**config.mk**
```make
export PLATFORM = sky130hd
export DESIGN_NAME = paint_scheduler
export DESIGN_NICKNAME = d
export VERILOG_FILES = /design/src/rtl/paint_scheduler.sv
export SDC_FILE = /design/constraint.sdc
export NUM_CORES = 1
export LEC_CHECK = 0
export BUFFER_PORTS_ARGS = -buffer_cell sky130_fd_sc_hd__buf_2
export CAP_MARGIN = 20
export CORE_MARGIN = 2
export CORE_UTILIZATION = 40
export CTS_BUF_LIST = sky130_fd_sc_hd__clkbuf_8
export CTS_CLUSTER_DIAMETER = 100
export DETAILED_ROUTE_END_ITERATION = 10
export GPL_ROUTABILITY_DRIVEN = 0
export PLACE_DENSITY = 0.64
export SKIP_LAST_GASP = 1
export SLEW_MARGIN = 20
export SYNTH_ARGS = -nofsm -noshare
export SYNTH_HDL_FRONTEND = slang
export SYNTH_SLANG_ARGS = --single-unit
```
**constraint.sdc**
```tcl
create_clock -name clk -period 3.69 [get_ports clk]
set_input_delay 0.369 -clock clk [delete_from_list [all_inputs] [get_ports clk]]
set_output_delay 0.369 -clock clk [all_outputs]
set_load 0.05 [all_outputs]
```
**src/rtl/paint_scheduler.sv**
```systemverilog
`default_nettype none
// ============================================================================
// Module   : paint_scheduler
// Purpose  : Queues decoded SPI position updates and paints each one as a
//            1-pixel or 3x3 brush stamp, clipped to the screen, issuing one
//            framebuffer write per pixel over a valid/ready handshake.
// Options  : define DRAW_CLEAR_EN to add the clearReq port and a full-screen
//            clear state that fills the framebuffer with CLEAR_COLOR.
// Revision : 1.0 - initial release
// ============================================================================
module paint_scheduler #(
  parameter int         WIDTH       = 160,
  parameter int         HEIGHT      = 120,
  parameter int         ADDR_W      = 15,
  parameter int         FIFO_DEPTH  = 4,
`ifdef DRAW_CLEAR_EN
  parameter logic [2:0] CLEAR_COLOR = 3'b000,
`endif
  parameter logic [2:0] RESET_COLOR = 3'b010   // green
) (
  input  logic              clk,
  input  logic              reset,
  input  logic              updateConfig,
  input  logic              updatePosition,
  input  logic              brush,
  input  logic [2:0]        newColor,
  input  logic [7:0]        x,
  input  logic [7:0]        y,
`ifdef DRAW_CLEAR_EN
  input  logic              clearReq,
`endif
  output logic              fbWe,
  output logic [ADDR_W-1:0] fbAddr,
  output logic [2:0]        fbData,
  input  logic              fbReady,
  output logic              busy,
  output logic              dropped
);

  localparam int         c_aw       = $clog2(FIFO_DEPTH);
  localparam logic [1:0] c_st_idle  = 2'd0;
  localparam logic [1:0] c_st_load  = 2'd1;
  localparam logic [1:0] c_st_paint = 2'd2;
`ifdef DRAW_CLEAR_EN
  localparam logic [1:0]        c_st_clear = 2'd3;
  localparam logic [ADDR_W-1:0] c_clr_last = ADDR_W'(WIDTH * HEIGHT - 1);
`endif

  logic [1:0]       r_state, w_next;
  logic             r_cfg_q, r_pos_q, r_brush, r_dropped;
  logic [2:0]       r_color;
  // queue entry layout: {x[7:0], y[7:0], brush, color[2:0]}
  logic [19:0]      r_mem [FIFO_DEPTH];
  logic [c_aw-1:0]  r_wptr, r_rptr;
  logic [c_aw:0]    r_count;
  logic [7:0]       r_x, r_y;
  logic             r_eb;
  logic [2:0]       r_ec;
  logic [1:0]       r_ox, r_oy;       // offset index 0..2, i.e. dx/dy + 1
  logic             w_cfg_rise, w_pos_rise, w_full, w_pop, w_push, w_clr_go;
  logic             w_in_brush;
  logic [2:0]       w_in_color;
  logic [8:0]       w_nx, w_ny;
  logic             w_inb, w_last, w_adv, w_center_off;
  logic [ADDR_W-1:0] w_addr;
`ifdef DRAW_CLEAR_EN
  logic              r_clr_q, r_clr_pend;
  logic [ADDR_W-1:0] r_clr_addr;
  assign w_clr_go = r_clr_pend;
`else
  assign w_clr_go = 1'b0;
`endif

  // Strobe edges; a simultaneous config edge feeds the pushed entry directly.
  assign w_cfg_rise = updateConfig & ~r_cfg_q;
  assign w_pos_rise = updatePosition & ~r_pos_q;
  assign w_in_brush = w_cfg_rise ? brush : r_brush;
  assign w_in_color = w_cfg_rise ? newColor : r_color;
  assign w_full     = (r_count == (c_aw+1)'(FIFO_DEPTH));
  assign w_pop      = (r_state == c_st_idle) && (r_count != '0) && !w_clr_go;
  assign w_push     = w_pos_rise && (!w_full || w_pop);

  // Current stamp pixel: signed offset math, clipping and address.
  assign w_nx         = {1'b0, r_x} + {7'd0, r_ox} - 9'd1;
  assign w_ny         = {1'b0, r_y} + {7'd0, r_oy} - 9'd1;
  assign w_inb        = !w_nx[8] && (w_nx < 9'(WIDTH)) && !w_ny[8] && (w_ny < 9'(HEIGHT));
  assign w_addr       = ADDR_W'(w_ny) * ADDR_W'(WIDTH) + ADDR_W'(w_nx);
  assign w_last       = !r_eb || ((r_ox == 2'd2) && (r_oy == 2'd2));
  assign w_adv        = !w_inb || fbReady;
  assign w_center_off = ({1'b0, r_x} >= 9'(WIDTH)) || ({1'b0, r_y} >= 9'(HEIGHT));

  // Edge history, config registers, queue pointers and drop pulse.
  always_ff @(posedge clk) begin
    if (reset) begin
      r_cfg_q   <= 1'b0;
      r_pos_q   <= 1'b0;
      r_brush   <= 1'b0;
      r_color   <= RESET_COLOR;
      r_wptr    <= '0;
      r_rptr    <= '0;
      r_count   <= '0;
      r_dropped <= 1'b0;
    end else begin
      r_cfg_q   <= updateConfig;
      r_pos_q   <= updatePosition;
      r_dropped <= w_pos_rise && w_full && !w_pop;
      if (w_cfg_rise) begin
        r_brush <= brush;
        r_color <= newColor;
      end
      if (w_push) r_wptr <= r_wptr + 1'b1;
      if (w_pop)  r_rptr <= r_rptr + 1'b1;
      case ({w_push, w_pop})
        2'b10:   r_count <= r_count + 1'b1;
        2'b01:   r_count <= r_count - 1'b1;
        default: r_count <= r_count;
      endcase
    end
  end

  // Queue storage; attributes are frozen at push time.
  always_ff @(posedge clk) begin
    if (w_push) r_mem[r_wptr] <= {x, y, w_in_brush, w_in_color};
  end

  // Stamp datapath: popped entry, offset walk and clear address.
  always_ff @(posedge clk) begin
    if (reset) begin
      r_x  <= '0;
      r_y  <= '0;
      r_eb <= 1'b0;
      r_ec <= '0;
      r_ox <= '0;
      r_oy <= '0;
    end else begin
      if (w_pop) {r_x, r_y, r_eb, r_ec} <= r_mem[r_rptr];
      if (r_state == c_st_load) begin
        r_ox <= r_eb ? 2'd0 : 2'd1;
        r_oy <= r_eb ? 2'd0 : 2'd1;
      end else if ((r_state == c_st_paint) && w_adv) begin
        if (r_ox == 2'd2) begin
          r_ox <= 2'd0;
          r_oy <= r_oy + 2'd1;
        end else begin
          r_ox <= r_ox + 2'd1;
        end
      end
    end
  end

`ifdef DRAW_CLEAR_EN
  // Clear request latch and fill address; a new edge outranks consumption.
  always_ff @(posedge clk) begin
    if (reset) begin
      r_clr_q    <= 1'b0;
      r_clr_pend <= 1'b0;
      r_clr_addr <= '0;
    end else begin
      r_clr_q <= clearReq;
      if (clearReq && !r_clr_q)      r_clr_pend <= 1'b1;
      else if (r_state == c_st_idle) r_clr_pend <= 1'b0;
      if (r_state == c_st_idle)                    r_clr_addr <= '0;
      else if ((r_state == c_st_clear) && fbReady) r_clr_addr <= r_clr_addr + 1'b1;
    end
  end
`endif

  // State register.
  always_ff @(posedge clk) begin
    if (reset) r_state <= c_st_idle;
    else       r_state <= w_next;
  end

  // Next-state logic.
  always_comb begin
    w_next = r_state;
    case (r_state)
      c_st_idle: begin
`ifdef DRAW_CLEAR_EN
        if (w_clr_go)             w_next = c_st_clear;
        else if (r_count != '0)   w_next = c_st_load;
`else
        if (r_count != '0)        w_next = c_st_load;
`endif
      end
      c_st_load:  w_next = w_center_off ? c_st_idle : c_st_paint;
      c_st_paint: if (w_adv && w_last) w_next = c_st_idle;
`ifdef DRAW_CLEAR_EN
      c_st_clear: if (fbReady && (r_clr_addr == c_clr_last)) w_next = c_st_idle;
`endif
      default:    w_next = c_st_idle;
    endcase
  end

  // Outputs: write request held from registered state until accepted.
  always_comb begin
    fbWe   = 1'b0;
    fbAddr = '0;
    fbData = '0;
    if ((r_state == c_st_paint) && w_inb) begin
      fbWe   = 1'b1;
      fbAddr = w_addr;
      fbData = r_ec;
    end
`ifdef DRAW_CLEAR_EN
    if (r_state == c_st_clear) begin
      fbWe   = 1'b1;
      fbAddr = r_clr_addr;
      fbData = CLEAR_COLOR;
    end
`endif
    busy    = (r_state != c_st_idle) || (r_count != '0) || w_clr_go;
    dropped = r_dropped;
  end

endmodule
`default_nettype wire

```
# Word-level counts from Yosys, hierarchy flattened

Memories as Yosys holds them, arrays and structs flattened. A register that Yosys moved wholly into a read port is not among the register bits.
Cells that the tools add are included.

Memory bits (writable): 80
Output and inout bits: 21
Bits of input ports: 25
Memories kept: 1
Bits in registers: 20
Word-level logic and storage cells: 90

Memory list:

| name  | depth | bits a word | read ports | clocked after memory_dff | write ports | RTL line | RTL |
|---|---|---|---|---|---|---|---|
| r_mem | 4     | 20          | 1          | 1                        | 1           | 53       | `logic [19:0] r_mem [FIFO_DEPTH];` |

Add/sub/neg operators: 11
Reductions and logical operators: 30
Bitwise gates (word level): 4
Multipliers: 1
Eq/ne operators: 9
Magnitude comparators: 4
Muxes and demuxes: 19

Operators by type and width:

| kind                                                                         | number |
|---|---|
| 8-bit by 2-bit adder with 9-bit output                                       | 2 |
| 2-bit two-way mux                                                            | 9 |
| 9-bit by 1-bit subtractor with 9-bit output, second input constant           | 2 |
| 15-bit by 9-bit adder with 15-bit output                                     | 1 |
| 15-bit two-way mux                                                           | 1 |
| 1-bit logical AND                                                            | 11 |
| 9-bit by 3-bit multiplier with 10-bit output, second input constant          | 1 |
| 9-bit by 7-bit less-than comparator with 1-bit output, second input constant | 1 |
| 9-bit by 8-bit less-than comparator with 1-bit output, second input constant | 1 |
| 2-bit by 1-bit adder with 2-bit output, second input constant                | 4 |
| 2-bit == test, second input constant                                         | 4 |
| 8-bit by 7-bit >= comparator with 1-bit output, second input constant        | 1 |
| 8-bit >= comparator, second input constant                                   | 1 |
| 2-bit nonzero test                                                           | 4 |
| 1-bit logical NOT                                                            | 6 |
| 3-bit two-way mux                                                            | 2 |
| 2-bit case mux with 3 select lines                                           | 1 |
| 3-bit case mux with 2 select lines                                           | 1 |
| 1-bit logical OR                                                             | 5 |
| 1-bit two-way mux                                                            | 5 |
| 2-bit by 1-bit == test with 1-bit output, second input constant              | 2 |
| 2-bit AND reduction                                                          | 2 |
| 3-bit by 1-bit adder with 3-bit output, second input constant                | 1 |
| 3-bit == test, second input constant                                         | 1 |
| 7 further kinds                                                              | 9 |

# Logic depth before layout (Yosys ltp)

Gate-level depths: netlist (run 1).

Depth in word-level cells: 11
Mapped depth: 18
Mapped depth without buffers: 18

# Worst setup path before layout (run 1)

OpenSTA, ideal clock, no wires.

Path type: register -> output
Start: reg r_oy[1]
End: out fbAddr[14]
Data required time: 3321 ps
Arrival time: 3957 ps
Path slack: -636 ps
Buffers on the path: 0
Stages on the path, launching flop included: 17
Path through: dfxtp_1 -> inv_1 -> ha_1 -> inv_1 -> ha_1 -> fa_1 -> a21o_1 -> a21oi_1 -> xor2_1 -> a21oi_1 -> ha_1 -> a21o_1 -> a2111o_1 -> o311ai_0 -> nand3_1 -> o21a_1 -> nor3_2

Longest elaborated chain between the ends: 7
Elaborated cells between the ends (all ways): 10

Ends and longest elaborated chain:

| element                                                                                          | RTL line | RTL |
|---|---|---|
| start: declaration                                                                               | 59       | `logic [1:0] r_ox, r_oy;` |
| start signal: assignment                                                                         | 139      | `r_oy <= r_eb ? 2'd0 : 2'd1;` |
| start signal: assignment                                                                         | 143      | `r_oy <= r_oy + 2'd1;` |
| 8-bit by 2-bit adder with 9-bit output *                                                         | 85       | `assign w_ny = {1'b0, r_y} + {7'd0, r_oy} - 9'd1;` |
| 9-bit by 1-bit subtractor with 9-bit output *                                                    | 85       |  |
| parallel branches: the longest is 4 deep, another holds 15-bit by 9-bit adder with 15-bit output | -        |  |
| 15-bit two-way mux *                                                                             | 200      | `if ((r_state == c_st_paint) && w_inb) begin` |
| end: declaration                                                                                 | 33       | `output logic [ADDR_W-1:0] fbAddr,` |

Mark *: on every way between the ends.

# Worst setup path after layout (run 1)

Start: reg r_y[1], read port of r_mem
End: out fbAddr[14]

Longest elaborated chain between the ends: 7
Elaborated cells between the ends (all ways): 10

Ends and longest elaborated chain:

| element                                                                                          | RTL line | RTL |
|---|---|---|
| start: declaration                                                                               | 56       | `logic [7:0] r_x, r_y;` |
| 8-bit by 2-bit adder with 9-bit output *                                                         | 85       |  |
| 9-bit by 1-bit subtractor with 9-bit output *                                                    | 85       |  |
| parallel branches: the longest is 4 deep, another holds 15-bit by 9-bit adder with 15-bit output | -        |  |
| 15-bit two-way mux *                                                                             | 200      |  |

Marked as above.

==> results by group, run 1 <==
Outcome
  • Status: finished, violations left
  • Failing checks: negative setup slack

Yosys
  • Post-synth EDFFs: 80
  • Post-synthesis async set-or-reset flop share: 0%
  • Cell variety after synth: 52
  • Top_reg_cell synth: edfxtp_1
  • Ranking of synthesized cells by area: edfxtp_1, dfxtp_1, ha_1
  • Synth Register Bits: 120
  • Synthesized Nets: 582
  • Mean Syn Cell Area: 11.9 µm²
  • Seq/Total Area, Yosys: 52.7%
  • Synth warn: 0
  • Cells after Synth: 510
  • Synth Cell Area: 0.00608 mm²
  • Cell taking the most area after synthesis: edfxtp_1
  • Yosys top cell area share: just under 40%
  • Cell with the most instances after synthesis: edfxtp_1
  • List of most frequent post-synthesis cells: edfxtp_1, nand2_1, a21oi_1, inv_1, ha_1

Floorplan
  • Die ar.: between 0.015 and 0.02 mm²
  • Core region area: about 0.015 mm²
  • Die Span X: between 100 and 150 µm
  • I/O pin count: 46
  • Std-Cell Rows: 45
  • Initial Utilization: 40.5%
  • Die Y-Extent: 127 µm

Layout
  • Synth-to-layout area growth: 30.8%
  • Layout cells sized above 1: 37.0%
  • Final Util: 52.9%
  • Fill cell count: 1275
  • Multi-input logic area: 0.00303 mm²
  • Reg area: 0.00321 mm²
  • Nets@finish: 699
  • Antenna diodes: 0

STA
  • RSZ-0062 raised after global routing: true
  • Worst slew pin tran: 1050 ps
  • Clk_skew: 7.49 ps
  • Max-slew headroom: 29.9%
  • F_max: 230 MHz
  • Min cycle time layout: about 4300 ps
  • Slew Limit Fails: 0
  • Final period util: 118%
  • # setup viols final: 19
  • Hold Fails Final Rpt: 0
  • Worst Slack Setup Final: -655 ps

Global routing
  • Largest net degree at the start of global routing: 36
  • Total gr overflow: 0
  • Total track usage: around 16%
  • Vias in the first global route: 4236
  • Initial antenna violation count: 0
  • First-pass GRT wire length: 20.0 mm

Critical path
  • Crit path max fanout: 3
  • Worst setup path class: register to output port
  • Setup crit end kind: output port
  • CP Launch Type: register
  • Req. time, crit path: 3320 ps
  • Crit path DAT: 3980 ps

Placed design
  • Port buffer count: 45
  • HPWL Detailed: 8.31 mm

Drt
  • Drt initial violations: 144
  • Detailed-route via count: 4115
  • Initial DRT Pass Iterations: 4
  • # DRC: 0
  • Post-Route WL: 12.2 mm
  • Vias per cell: 4.97
  • WL/cell: 14.8 µm
  • Remaining antenna violation count: 0

Job
  • Max Cap Viol: 0

Clocking
  • Number of H-tree levels: 4
  • CTS tree: yes
  • Num CTS Buffers: 17
  • Worst skew pair latency: ~430 ps
  • Clock transition at the registers of the reported paths: 60 ps
  • Root Buffer Master: clkbuf_8
  • Clock buffer depth: 2
  • CTS Hold Bufs: 0
  • Clk sink count: 120

Worst hold path
  • HP Class: input pin to register
## routing by layer
metal | GRT usage (%) | routed length, µm | up-vias
met5 | 0 | 0 | -
met2 | 27.3 | 6190 | 69
met4 | 5.43 | 198 | 0
li1 | - | - | 2056
met1 | 19.1 | 5430 | 1972
met3 | 4.06 | 412 | 18
## area by class of cell
cell class | instances | area share [%]
inverters | 44 | 2.17
multi-input cells | 333 | 38.1
clock buffers | 24 | 4.15
well taps | 188 | 2.96
flip-flops and latches | 120 | 40.3
repair inverters | 1 | 0.0943
clock inverters | 8 | 0.409
repair buffers | 110 | 11.8
## critical path, stage by stage (launching register included)
cell and delay, ps:
dfxtp_2 330, inv_2 50, ha_4 260, inv_2 40, ha_4 150, fa_2 380
a21o_1 200, a21oi_2 140, xor2_1 220, a21oi_1 110, ha_1 310, a21o_1 230
a2111o_1 420, o311ai_4 90, nand3_1 160, o21a_1 160, nor3_4 120, buf_6 180
## registers in the layout, indices dropped and copies added, names as in the netlist, 3 cells and up
register	cells
r_color	3
r_count	3
r_ec	3
r_mem	80
r_x	8
r_y	8
## cell families (layout without fill, tap and decap cells)
| kind of cell | count (synthesis) | count (layout) | synth area share, % |
|---|---|---|---|
| fa+ha+maj | 47 | 47 | 10.3 |
| compound gates | 87 | 87 | 9.40 |
| simple gates | 142 | 142 | 11.2 |
| mux | 26 | 26 | 8.47 |
| buf+inv | 57 | 187 | 3.56 |
| flops | 120 | 120 | 52.7 |
| xor+xnor | 31 | 31 | 4.46 |
## per-stage QoR
step                      std cells  instance area [µm²]  setup WS (ps)  hold slack (ps)  TNS [ps]
after CTS                       821                 7810           -712              127     -4090
after floorplan                 510                 6160           -283              432      -290
after detailed placement        778                 6930           -413              449     -1060
final                           828                 7960           -655              155     -4750
after global routing            828                 7960           -893              135     -8470
after global placement          778                 6930           -322              443      -714
## path summary, 6_finish.rpt
kind	from	to	slack [ps]	depth (start not counted)
setup / recovery	r_y[1]	fbAddr[14]	-660	17
hold / removal	x[4]	r_mem[2][16]	150	1
setup reg to reg	r_y[1]	r_oy[0]	310	18
hold reg to reg	r_y[0]	r_y[0]	460	2
## cells in the final DEF, fill, tap and decap left out, drive strengths merged, types with 12 or more instances in the layout
| cell type | instances |
|---|---|
| inv | 50 |
| nand2 | 45 |
| dfxtp | 40 |
| xnor2 | 22 |
| ha | 42 |
| nor2 | 35 |
| clkbuf | 24 |
| nor3 | 12 |
| a21oi | 44 |
| mux4 | 20 |
| buf | 110 |
| and2 | 18 |
| edfxtp | 80 |
## what timing repair did
action,4_1_cts,5_1_grt
pin swaps,39,13
endpoints found under the hold margin,0,0
gates resized for setup,109,27
buffers inserted,9,10
setup endpoints to repair,19,19
gates cloned,2,0
Power of run 1 is left out: the tool's default activity adds up to more than one toggle a clock period on the data nets, which glitch-free logic cannot reach.
==> run 2: changes to the inputs <==
--- a/config.mk
+++ b/config.mk
@@ -13,7 +13,7 @@
 export CTS_CLUSTER_DIAMETER = 100
 export DETAILED_ROUTE_END_ITERATION = 10
 export GPL_ROUTABILITY_DRIVEN = 0
-export PLACE_DENSITY = 0.64
+export PLACE_DENSITY = 0.67
 export SKIP_LAST_GASP = 1
 export SLEW_MARGIN = 20
 export SYNTH_ARGS = -nofsm -noshare
==> run 2 against run 1 <==
The run still ends with negative setup slack left. Worst setup slack better by 37 ps. Final area hardly changed. Fmax grew 0.87%. Critical path type unchanged.
==> results by group, run 2 (synthesis results as in run 1) <==
Floorplan
  • Std-Cell Rows: 45 (unchanged)
  • Core region area: 0.0150 mm² (unchanged)
  • Die ar.: 0.0162 mm² (unchanged)
  • Initial Utilization: 40.5% (unchanged)
  • I/O pin count: 46 (unchanged)
  • Die Span X: 127 µm (unchanged)
  • Die Y-Extent: 127 µm (unchanged)

Outcome
  • Failing checks: negative setup slack (unchanged)
  • Status: finished, violations left (unchanged)

STA
  • Setup tns final: -7380 ps (was -4750 ps)
  • Clk_skew: 9.87 ps (was 7.49 ps)
  • Worst slew pin tran: 1060 ps (was 1050 ps)
  • Slew Limit Fails: 0 (unchanged)
  • Hold Fails Final Rpt: 0 (unchanged)
  • Hold_ws: 164 ps (was 155 ps)
  • Worst Slack Setup Final: -618 ps (was -655 ps)
  • Min cycle time layout: 4310 ps (was 4350 ps)
  • Max-slew headroom: 29.4% (was 29.9%)
  • F_max: 232 MHz (was 230 MHz)
  • # setup viols final: 19 (unchanged)
  • RSZ-0062 raised after global routing: true (unchanged)
  • Final period util: 117% (was 118%)

Clocking
  • Number of H-tree levels: 4 (unchanged)
  • Clock transition at the registers of the reported paths: 70 ps (was 60 ps)
  • Worst skew pair latency: 420 ps (was 430 ps)
  • Root Buffer Master: clkbuf_8 (unchanged)
  • Clock buffer depth: 2 (unchanged)
  • CTS Hold Bufs: 0 (unchanged)
  • Clk sink count: 120 (unchanged)
  • CTS tree: yes (unchanged)
  • Num CTS Buffers: 17 (unchanged)

Layout
  • Synth-to-layout area growth: 30.9% (was 30.8%)
  • Fill cell count: 1261 (was 1275)
  • Largest reg by FF count: r_mem (unchanged)
  • Nets@finish: 692 (was 699)
  • Commonest non-fill, non-tap cell in the layout: edfxtp_1 (unchanged)
  • Largest register FFs: 80 (unchanged)
  • Layout cells sized above 1: 37.1% (was 37.0%)
  • Antenna diodes: 0 (unchanged)
  • Top flop regs: r_mem (80), r_x (8), r_y (8) (unchanged)
  • Final Util: 53.0% (was 52.9%)
  • Commonest cells after routing, fill and taps aside: edfxtp_1, buf_4, nand2_1 (unchanged)

Critical path
  • Worst setup path start: r_y[1] (unchanged)
  • Setup crit end kind: output port (unchanged)
  • RR Startpoint: r_y[1] (unchanged)
  • Worst setup path class: register to output port (unchanged)
  • Worst reg2reg path depth: 17 (was 18)
  • Req. time, crit path: 3320 ps (about the same)
  • Number of buffers and inverters on the critical path: 3 (unchanged)
  • Crit path DAT: 3940 ps (was 3980 ps)
  • CP Launch Type: register (unchanged)
  • RR Endpoint: r_ox[0] (was r_oy[0])
  • CP Depth: 17 (unchanged)
  • Delay-heaviest family, CP: compound AO/OA/AOI/OAI gates (unchanged)
  • Crit path max fanout: 3 (unchanged)
  • CP max-delay cell: a2111o_1 (unchanged)
  • Reg-to-reg slack, setup: 320 ps (was 310 ps)
  • Largest stage delay, worst path: 420 ps (about the same)
  • CP cell instances: inv_2 -> ha_4 -> inv_2 -> ha_4 -> fa_2 -> a21o_1 -> a21oi_2 -> xor2_1 -> a21oi_1 -> ha_1 -> a21o_1 -> a2111o_1 -> o311ai_4 -> nand3_2 -> o21a_1 -> nor3_4 -> buf_6 (was inv_2 -> ha_4 -> inv_2 -> ha_4 -> fa_2 -> a21o_1 -> a21oi_2 -> xor2_1 -> a21oi_1 -> ha_1 -> a21o_1 -> a2111o_1 -> o311ai_4 -> nand3_1 -> o21a_1 -> nor3_4 -> buf_6)

Placed design
  • Port buffer count: 45 (unchanged)
  • Pre-CTS worst setup slack: -427 ps (was -413 ps)
  • HPWL Detailed: 8.35 mm (was 8.31 mm)

Worst hold path
  • Worst Hold Depth: 1 (unchanged)
  • Hold EP: r_mem[1][16] (was r_mem[2][16])
  • HP Class: input pin to register (unchanged)
  • Hold_sp: x[4] (unchanged)

Drt
  • WL/cell: 14.9 µm (was 14.8 µm)
  • Met3 wire length: 393 µm (was 412 µm)
  • Remaining antenna violation count: 0 (unchanged)
  • Drt initial violations: 156 (was 144)
  • WL met2: 6.54 mm (was 6.19 mm)
  • # DRC: 0 (unchanged)
  • Initial DRT Pass Iterations: 4 (unchanged)
  • DR top layer: met4 (unchanged)
  • Post-Route WL: 12.2 mm (about the same)
  • Vias per cell: 5.08 (was 4.97)
  • Detailed-route via count: 4172 (was 4115)
  • M1 wire length: 5.24 mm (was 5.43 mm)

Global routing
  • Largest net degree at the start of global routing: 36 (unchanged)
  • First-pass GRT wire length: 20.3 mm (was 20.0 mm)
  • Total gr overflow: 0 (unchanged)
  • Initial antenna violation count: 0 (unchanged)
  • Vias in the first global route: 4302 (was 4236)
  • Total track usage: 15.9% (was 15.8%)

Job
  • Max Cap Viol: 0 (unchanged)
run 2: cell count changes in the layout (fill, tap and decap cells not counted), sizes merged:
| cell | before | now |
|---|---|---|
| inv | 50 | 47 |
| clkinvlp | 1 | 2 |
| bufinv | 0 | 4 |
| buf | 110 | 103 |
| clkinv | 2 | 5 |
| clkbuf | 24 | 19 |
run 2: area by class of cell:
class	count	area [µm²]	area share, %
clock buffer	19	262	3.28
sequential	120	3210	40.3
inverter	44	175	2.20
tap	188	235	2.95
multi-input combinational	333	3030	38.0
timing repair inverter	1	7.51	0.0943
timing repair buffer	103	883	11.1
clock inverter	13	161	2.03
run 2: worst max path at each step:
stage	to	slack (ps)
floorplan	fbAddr[14]	-280
global placement	fbAddr[14]	-320
detailed placement	fbAddr[14]	-430
CTS	fbAddr[14]	-690
global route	fbAddr[14]	-830
finish	fbAddr[14]	-620
run 2: worst register-to-register path: cells and delay by family, from the launching register on:
kind / cells / cell delay [ps]
xor+xnor: 1 / 80
flops: 1 / 330
fa+ha+maj: 3 / 820
buf+inv: 7 / 780
compound gates: 6 / 1270
run 2: metal layers:
metal	vias up	track usage [%]
li1	2039	-
met1	2040	19.2
met5	-	0
met4	0	4.72
met2	87	28.4
met3	6	3.60
run 2: timing repair:
| item | CTS | global route |
|---|---|---|
| pin swaps | 34 | 27 |
| setup endpoints to repair | 19 | 19 |
| cloned | 2 | 0 |
| resized for setup | 98 | 36 |
| setup buffers | 5 | 4 |
| hold endpoints to repair | 0 | 0 |
run 2: stage by stage:
stage	instances	instance area (µm²)
after floorplan	510	6160
after global placement	778	6930
after detailed placement	778	6930
after CTS	817	7790
after global routing	821	7960
final	821	7960
Power of run 2 is left out for the same reason.
==> run 3: changes to the inputs <==
--- a/config.mk
+++ b/config.mk
@@ -9,11 +9,12 @@
 export CAP_MARGIN = 20
 export CORE_MARGIN = 2
 export CORE_UTILIZATION = 40
-export CTS_BUF_LIST = sky130_fd_sc_hd__clkbuf_8
 export CTS_CLUSTER_DIAMETER = 100
 export DETAILED_ROUTE_END_ITERATION = 10
 export GPL_ROUTABILITY_DRIVEN = 0
 export PLACE_DENSITY = 0.67
+export SETUP_SLACK_MARGIN = 0.2
+export SKIP_CTS_REPAIR_TIMING = 1
 export SKIP_LAST_GASP = 1
 export SLEW_MARGIN = 20
 export SYNTH_ARGS = -nofsm -noshare
==> run 3 against run 2 <==
Register-to-register slack gained 300 ps. The run still ends with negative setup slack left. Sequential cell count stayed put. Via count shrank 0.91%. Sequential share of layout area up 0.82 points.
==> results by group, run 3 (synthesis results as in run 1) <==
Job
  • Max Cap Viol: 0 (unchanged)

Worst hold path
  • HP Class: input pin to register (unchanged)

Layout
  • Final Util: 51.9% (was 53.0%)
  • Largest reg by FF count: r_mem (unchanged)
  • Final Non-Filler Cells: 815 (was 821)
  • Nets@finish: 686 (was 692)
  • Commonest cells after routing, fill and taps aside: edfxtp_1, buf_4, nand2_1 (unchanged)
  • Antenna diodes: 0 (unchanged)
  • Layout cells sized above 1: 33.7% (was 37.1%)
  • Commonest non-fill, non-tap cell in the layout: edfxtp_1 (unchanged)
  • Largest register FFs: 80 (unchanged)
  • Top flop regs: r_mem (80), r_x (8), r_y (8) (unchanged)
  • Synth-to-layout area growth: 28.3% (was 30.9%)

Global routing
  • Vias in the first global route: 4212 (was 4302)
  • Largest net degree at the start of global routing: 36 (unchanged)
  • First-pass GRT wire length: 20.1 mm (was 20.3 mm)
  • Initial antenna violation count: 0 (unchanged)
  • Total gr overflow: 0 (unchanged)
  • Total track usage: 15.7% (was 15.9%)

Critical path
  • CP max-delay cell: fa_2 (was a2111o_1)
  • CP Launch Type: register (unchanged)
  • Worst setup path class: register to output port (unchanged)
  • Largest stage delay, worst path: 380 ps (was 420 ps)
  • CP cell instances: inv_2 -> ha_4 -> inv_2 -> ha_4 -> fa_2 -> xnor2_2 -> inv_1 -> ha_4 -> ha_4 -> inv_2 -> fa_2 -> nor2b_1 -> o21ai_1 -> a21oi_1 -> o21ai_1 -> and3_4 -> o21a_1 -> nor3_4 -> buf_6 (was inv_2 -> ha_4 -> inv_2 -> ha_4 -> fa_2 -> a21o_1 -> a21oi_2 -> xor2_1 -> a21oi_1 -> ha_1 -> a21o_1 -> a2111o_1 -> o311ai_4 -> nand3_2 -> o21a_1 -> nor3_4 -> buf_6)
  • CP most frequent cell: ha_4
  • Setup crit end kind: output port (unchanged)
  • Crit path DAT: 3970 ps (was 3940 ps)
  • Crit path max fanout: 3 (unchanged)
  • Req. time, crit path: 3320 ps (about the same)

Clocking
  • Clock transition at the registers of the reported paths: 50 ps (was 70 ps)
  • CTS tree: yes (unchanged)
  • Clock buffer depth: 2 (unchanged)
  • Num CTS Buffers: 17 (unchanged)
  • Number of H-tree levels: 4 (unchanged)
  • Clk sink count: 120 (unchanged)
  • Worst skew pair latency: 400 ps (was 420 ps)
  • Root Buffer Master: clkbuf_16 (was clkbuf_8)

Drt
  • WL/cell: 15.1 µm (was 14.9 µm)
  • Met3 wire length: 399 µm (was 393 µm)
  • # DRC: 0 (unchanged)
  • Initial DRT Pass Iterations: 4 (unchanged)
  • Drt initial violations: 100 (was 156)
  • DR top layer: met4 (unchanged)
  • M1 wire length: 5.25 mm (was 5.24 mm)
  • Detailed-route via count: 4134 (was 4172)
  • Remaining antenna violation count: 0 (unchanged)
  • Vias per cell: 5.07 (was 5.08)
  • Post-Route WL: 12.3 mm (was 12.2 mm)
  • WL met2: 6.54 mm (about the same)

STA
  • RSZ-0062 raised after global routing: true (unchanged)
  • Worst Slack Setup Final: -651 ps (was -618 ps)
  • Slew Limit Fails: 0 (unchanged)
  • Hold Fails Final Rpt: 0 (unchanged)
  • F_max: 230 MHz (was 232 MHz)
  • Max-slew headroom: 48.7% (was 29.4%)
  • Min cycle time layout: 4340 ps (was 4310 ps)
  • Worst slew pin tran: 769 ps (was 1060 ps)
  • Final period util: 118% (was 117%)
  • Clk_skew: 12.1 ps (was 9.87 ps)
  • # setup viols final: 18 (was 19)

Floorplan
  • Die Span X: 127 µm (unchanged)
  • Die Y-Extent: 127 µm (unchanged)
  • Std-Cell Rows: 45 (unchanged)
  • Core region area: 0.0150 mm² (unchanged)
  • Initial Utilization: 40.5% (unchanged)
  • I/O pin count: 46 (unchanged)
  • Die ar.: 0.0162 mm² (unchanged)

Placed design
  • Placed Cells: 778 (unchanged)
  • Port buffer count: 45 (unchanged)
  • HPWL Detailed: 8.62 mm (was 8.35 mm)

Outcome
  • Status: finished, violations left (unchanged)
  • Failing checks: negative setup slack (unchanged)
-- run 3: path summary, 6_finish.rpt --
kind | from | to | slack [ps] | depth (start not counted)
worst max register to register | r_y[1] | r_ox[1] | 620 | 14
worst max-delay path | r_y[1] | fbAddr[14] | -650 | 19
worst min register to register | r_ec[2] | r_ec[2] | 450 | 2
worst min-delay path | y[0] | r_mem[2][4] | 180 | 1
-- run 3: stage by stage --
stage	worst slack (ps)	instance area [µm²]	hold WS (ps)	TNS, ps
2_1_floorplan	-283	6180	432	-290
3_3_place_gp	-318	6960	442	-734
3_5_place_dp	-406	6960	445	-1020
4_1_cts	-852	7480	164	-6800
5_1_grt	-807	7800	176	-7310
6_report	-651	7800	179	-3800
-- run 3: final cells by class --
class                   count  area, µm²
repair buffers             98        719
flip-flops and latches    120       3210
clock buffers              28        507
clock inverters             4       20.0
well taps                 188        235
inverters                  44        170
fillers                  1256       7230
multi-input cells         333       2940
-- run 3: metal layers --
layer | up-vias | track usage (%)
met3 | 8 | 3.56
met1 | 2014 | 18.6
li1 | 2026 | -
met2 | 86 | 28.4
met5 | - | 0
met4 | 0 | 4.78
-- run 3: critical path: cells and delay by family (launching register included) --
| family | cells | cell delay (ps) |
|---|---|---|
| DFF | 1 | 330 |
| buffers and inverters | 5 | 420 |
| adders and majority gates | 6 | 1560 |
| and+or+nand+nor | 3 | 430 |
| xor gates and xnor gates | 1 | 230 |
| AOI/OAI and AO/OA | 4 | 620 |
Power of run 3 is left out for the same reason.
